$ cat src/rtl/max_pool_x_sched_pkg.sv
// rtl/max_pool_x_sched_pkg.sv - shared types for the event-graph pipeline and the max_pool_x scheduler
package aegnn;

  localparam int F_WIDTH = 8;

  typedef logic [5:0] x_idx_t;
  typedef logic [5:0] y_idx_t;
  typedef logic [7:0] grid_idx_t;

  typedef enum logic [2:0] {
    IDLE  = 3'd0,
    CLEAN = 3'd1,
    GAP   = 3'd2,
    START = 3'd3,
    WAIT  = 3'd4,
    OUT   = 3'd5
  } mp_sched_state_e;

endpackage

$ cat src/rtl/max_pool_x_sched_wdog.sv
// rtl/max_pool_x_sched_wdog.sv - saturating 16-bit clear/count/expire counter
module max_pool_x_sched_wdog (
  input  logic        clk,
  input  logic        rst,
  input  logic        i_clr,
  input  logic        i_cnt_en,
  input  logic [15:0] i_limit,
  output logic        o_expire
);

  logic [15:0] r_cnt;
  logic [15:0] w_cnt_inc;

  // Expire flags the counting cycle whose incremented value reaches the limit,
  // so a limit of N ends the window after exactly N counting cycles.
  always_comb begin
    w_cnt_inc = (r_cnt == 16'hFFFF) ? r_cnt : r_cnt + 16'd1;
    o_expire  = i_cnt_en && (w_cnt_inc >= i_limit);
  end

  // Counter register: clear wins over count, saturates at all-ones.
  always_ff @(posedge clk) begin
    if (rst || i_clr) begin
      r_cnt <= 16'd0;
    end else if (i_cnt_en) begin
      r_cnt <= w_cnt_inc;
    end
  end

endmodule

$ cat src/rtl/max_pool_x_sched.sv
// rtl/max_pool_x_sched.sv - start/clean/result sequencing around max_pool_x
module max_pool_x_sched
  import aegnn::*;
#(
  parameter int L4_OUT_C  = 32,
  parameter int CLEAN_GAP = 1,
  parameter int TIMEOUT   = 1023
) (
  input  logic                                clk,
  input  logic                                rst,
  input  logic                                in_valid,
  output logic                                in_ready,
  input  x_idx_t                              in_x,
  input  y_idx_t                              in_y,
  input  logic [L4_OUT_C-1:0][F_WIDTH-1:0]    in_feat_pack,
  input  logic                                clean_req,
  output logic                                mp_start,
  output logic                                mp_clean,
  output x_idx_t                              mp_event_x,
  output y_idx_t                              mp_event_y,
  output logic [L4_OUT_C-1:0][F_WIDTH-1:0]    mp_feat_pack,
  input  logic                                mp_done,
  input  grid_idx_t                           mp_grid_idx,
  output logic                                out_valid,
  input  logic                                out_ready,
  output grid_idx_t                           out_grid_idx,
  output logic                                busy,
  output logic                                timeout_err,
  output logic [15:0]                         evt_cnt
);

  mp_sched_state_e r_state;
  mp_sched_state_e w_state_next;
  logic            r_clean_pend;
  logic            w_clean_any;
  logic            w_accept;
  logic            w_done;
  logic            w_tmo;
  logic            w_enter_clean;
  logic            w_wd_clr;
  logic            w_wd_en;
  logic [15:0]     w_wd_limit;
  logic            w_wd_expire;

  // A request seen in the same IDLE cycle as an event already blocks the
  // accept, so a clean is never overtaken by an event that arrives with it.
  assign w_clean_any = r_clean_pend || clean_req;
  assign in_ready    = (r_state == IDLE) && !w_clean_any && !rst;
  assign w_accept    = in_valid && in_ready;

  assign mp_start  = (r_state == START);
  assign mp_clean  = (r_state == CLEAN);
  assign out_valid = (r_state == OUT);
  assign busy      = (r_state != IDLE);

  // One counter serves both the post-clean gap and the WAIT watchdog.
  assign w_wd_clr   = (r_state == START) || (r_state == CLEAN);
  assign w_wd_en    = (r_state == WAIT) || (r_state == GAP);
  assign w_wd_limit = (r_state == GAP) ? 16'(CLEAN_GAP) : 16'(TIMEOUT);

  max_pool_x_sched_wdog u_wdog (
    .clk      (clk),
    .rst      (rst),
    .i_clr    (w_wd_clr),
    .i_cnt_en (w_wd_en),
    .i_limit  (w_wd_limit),
    .o_expire (w_wd_expire)
  );

  // Next-state decode; done beats the watchdog when both land together.
  always_comb begin
    w_state_next  = r_state;
    w_done        = 1'b0;
    w_tmo         = 1'b0;
    w_enter_clean = 1'b0;
    case (r_state)
      IDLE: begin
        if (w_clean_any) begin
          w_state_next  = CLEAN;
          w_enter_clean = 1'b1;
        end else if (w_accept) begin
          w_state_next = START;
        end
      end
      CLEAN: w_state_next = (CLEAN_GAP == 0) ? IDLE : GAP;
      GAP: begin
        if (w_wd_expire) w_state_next = IDLE;
      end
      START: w_state_next = WAIT;
      WAIT: begin
        if (mp_done) begin
          w_state_next = OUT;
          w_done       = 1'b1;
        end else if (w_wd_expire) begin
          w_state_next = IDLE;
          w_tmo        = 1'b1;
        end
      end
      OUT: begin
        if (out_ready) w_state_next = IDLE;
      end
      default: w_state_next = IDLE;
    endcase
  end

  // State, pending-clean flag, status and result registers.
  always_ff @(posedge clk) begin
    if (rst) begin
      r_state      <= IDLE;
      r_clean_pend <= 1'b0;
      out_grid_idx <= '0;
      evt_cnt      <= 16'd0;
      timeout_err  <= 1'b0;
    end else begin
      r_state <= w_state_next;
      if (w_enter_clean) begin
        r_clean_pend <= 1'b0;
      end else if (clean_req) begin
        r_clean_pend <= 1'b1;
      end
      if (w_done) begin
        out_grid_idx <= mp_grid_idx;
        evt_cnt      <= evt_cnt + 16'd1;
      end
      if (w_tmo) timeout_err <= 1'b1;
    end
  end

  // Event registers move only on an accepted input, keeping max_pool_x inputs frozen.
  always_ff @(posedge clk) begin
    if (rst) begin
      mp_event_x   <= '0;
      mp_event_y   <= '0;
      mp_feat_pack <= '0;
    end else if (w_accept) begin
      mp_event_x   <= in_x;
      mp_event_y   <= in_y;
      mp_feat_pack <= in_feat_pack;
    end
  end

endmodule

$ cat config.mk
export PLATFORM = sky130hd
export DESIGN_NAME = max_pool_x_sched
export DESIGN_NICKNAME = d
export VERILOG_FILES = /design/src/rtl/max_pool_x_sched_pkg.sv /design/src/rtl/max_pool_x_sched_wdog.sv /design/src/rtl/max_pool_x_sched.sv
export SDC_FILE = /design/constraint.sdc
export NUM_CORES = 1
export LEC_CHECK = 0
export BUFFER_PORTS_ARGS = -buffer_cell sky130_fd_sc_hd__buf_2
export CAP_MARGIN = 40
export CORE_AREA = 4 4 222 224
export DETAILED_ROUTE_END_ITERATION = 6
export DIE_AREA = 0 0 226 228
export SYNTH_ARGS = -nofsm -noshare
export SYNTH_HDL_FRONTEND = slang
export SYNTH_SLANG_ARGS = --single-unit
$ cat constraint.sdc
create_clock -name clk -period 3 [get_ports clk]
set_clock_uncertainty 0.2 [all_clocks]
set_input_delay 0.75 -clock clk [delete_from_list [all_inputs] [get_ports clk]]
set_output_delay 0.75 -clock clk [all_outputs]
set_load 0.03 [all_outputs]
==> run metrics <==
Slew Viols, Final 0; Synth area leaders dfxtp_1 47%, o21ai_2 13%, nand2_1 11%; Slew @ Worst Pin 0.5888 ns; RSZ-0062 raised after global routing yes; CTS tree done; Post-route DRC 0; Synth Net Count 1,766; Clock Sink Count 313; Max-slew headroom 60.63%; main combinational cell family by area after synthesis simple AND/OR/NAND/NOR gates; Routed Wire Length 38,900 um; non-filler instance count after layout 2,688; Clock Pin Slew Worst Setup and Hold Paths around 0.050 ns; global route overflow 0; Detail Placement HPWL 29,560 um; GPL Wtd Cong 0.8412; Final min period 2.905 ns; drt first pass iters 5; number of synthesized register bits 313; Clock Path Buffers 3; Ys Warns 0; Synth-to-Final Area Change 34.23%; Layout fillers 4,823; Die H 228 um; Power Density around 690 nW/um^2; CP Capture Type register; endpoints failing setup 0; number of distinct library cells after synthesis between 50 and 60; Synth area leader dfxtp_1; TritonCTS buffer count 36; setup TNS 0 ns; Initial Utilization between 20% and 30%; 1st-iter DRT viols 535; CORE AREA 47,350 sq um; GRT Overall Usage 14.31%; Compound-Gate Fraction of Synth Area 17.82%; Max-Cap Viols 0; sequential fraction of the synthesis area a little under half; commonest non-fill, non-tap cell in the layout buf_2; std cell rows 80; Worst VDD drop roughly 0.39 mV; IO Pins 580; Post-Synth Adder-Cell Area 1.031%; Tot Pwr 12.32 mW; final worst slack 0.09462 ns; Worst-Skew Late Latency around 0.53 ns; ys async rst share 0%; post-placement cell count between 2,000 and 3,000; share of layout cells above drive strength 1 54.22%; Min-Delay Path Class input port to register; Nets 2,348; crit path cell chain ha_4 -> and3_4 -> nand4_4 -> nand2b_4 -> buf_4 -> nor2_1 -> xor2_1 -> ha_1 -> nand2_1 -> nor2_2 -> a2111oi_2 -> nand4_1 -> a32o_1; DIE AREA between 50,000 and 60,000 sq um; outcome completed; Main synth FF type dfxtp_1; ratio of final minimum period to clock period a little over nine tenths; vias 11,769; delay-heaviest family, CP simple AND/OR/NAND/NOR gates; WP data arrival approximately 3.1 ns; crit path launch type register; PortBufs ~580; Max FO, Critical Path 4; hold bufs inserted after CTS 0; syn avg cell area 9.062 sq um; Synth top area share between 40 and 50%; most frequent cells in the layout 579 x buf_2, 375 x nand2_1, 311 x dfxtp_1, 201 x nand2_2, 200 x o21ai_2; Mapped Area 13,350 sq um; slowest library cell on the worst path a2111oi_2; initial antenna violation count 0; Post-synth EDFFs 0; vias per cell 4.378; Max Clock Freq roughly 340 MHz; xor and xnor area share after synthesis 2.100%; crit path kind register to register; Buf/Inv on CP 1; post-synthesis mux area share 0.1593%; Simple-Gate Fraction of Synth Area 24.78%; Synth Instances 1,473; leak pwr 8.128 nW; vias in the first global route approximately 12,000; Ant. Diodes 0; mean routed wirelength per cell 14.47 um; ANT nets after route 0; CTS H-tree lvls 2; chip width 226 um; first-pass GRT wire length 60,970 um; largest net degree at the start of global routing 87; WP data required ~3.2 ns; final-report hold violation count 0; Crit path largest cell delay 0.35 ns; Worst Hold Slack 0.2133 ns; Root Buffer clkbuf_16; worst slack at placement -0.05954 ns
==> cell type report <==
type                       instances  area [sq um]  share of cell area [%]
inverter                           5         26.28                  0.1466
sequential                       313          6269                   34.98
timing repair buffer             650          3581                   19.98
multi-input combinational       1049          6205                   34.63
clock inverter                     7         67.56                  0.3771
clock buffer                      49          1001                   5.586
tap                              615         769.5                   4.294
==> timing repair <==
item                       4_1_cts  5_1_grt
setup endpoints to repair        1        3
hold endpoints to repair         0        0
buffers inserted                 0        4
resized for setup                2       15
pin swaps                        1       14
==> cell usage after synthesis (all sizes together), types with 11 or more instances <==
library cell    n
a21oi          21
buf            67
clkbuf         39
dfxtp         313
ha             11
nand2         576
nand3          20
nand4          14
nor2           42
o21ai         280
xnor2          12
xor2           20
==> metal layers <==
metal	track usage [%]	vias up	wire (um)
met5	0	-	0
met4	5.034	0	1096
li1	-	6018	-
met3	4.088	67	3103
met1	16.45	5291	15450
met2	25.26	393	19240
==> metrics by stage <==
stage / utilization (%) / cell area [sq um]
2_1_floorplan: - / 13360
3_3_place_gp: 35.40 / 16760
3_5_place_dp: 35.40 / 16760
4_1_cts: 37.67 / 17840
5_1_grt: 37.85 / 17920
6_report: 37.85 / 17920
==> worst paths after layout <==
check	startpoint	to	slack (ns)	depth (start not counted)
setup / recovery	u_wdog.r_cnt[0]$_SDFFE_PP0P_	timeout_err$_SDFFE_PP0P_	0.09	13
hold / removal	in_feat_pack[207]	mp_feat_pack[207]$_SDFFE_PP0P_	0.21	3
setup reg to reg	u_wdog.r_cnt[0]$_SDFFE_PP0P_	timeout_err$_SDFFE_PP0P_	0.09	13
hold reg to reg	out_grid_idx[1]$_SDFFE_PP0P_	out_grid_idx[1]$_SDFFE_PP0P_	0.25	2
==> where the power goes <==
part / leakage, nW / internal [mW] / total (mW) / switching (mW)
Combinational: 5.06 / 1.04 / 3.32 / 2.29
Clock: 0.526 / 2.40 / 4.10 / 1.70
Sequential: 2.54 / 4.66 / 4.90 / 0.242
Total: 8.13 / 8.10 / 12.3 / 4.23
==> tightest hold or removal path, stage by stage <==
cell and delay, ns:
buf_2 0.08, nand2_2 0.04, o21ai_2 0.04
==> registers in the layout (all words and copies together) (netlist names) <==
signal,flops
evt_cnt,16
mp_event_x,6
mp_event_y,6
mp_feat_pack,256
out_grid_idx,8
r_clean_pend,1
r_state,3
timeout_err,1
u_wdog.r_cnt,16
==> cell families (layout without fill, tap and decap cells) <==
logic type	after synthesis	after routing
AND/OR/NAND/NOR	688	688
AO/OA/AOI/OAI	316	316
flip-flops	313	313
XOR/XNOR	32	32
multiplexers	2	2
adder cells (fa/ha/maj)	11	11
buffers and inverters	111	711
No activity file was read; power rests on OpenSTA's default activity.
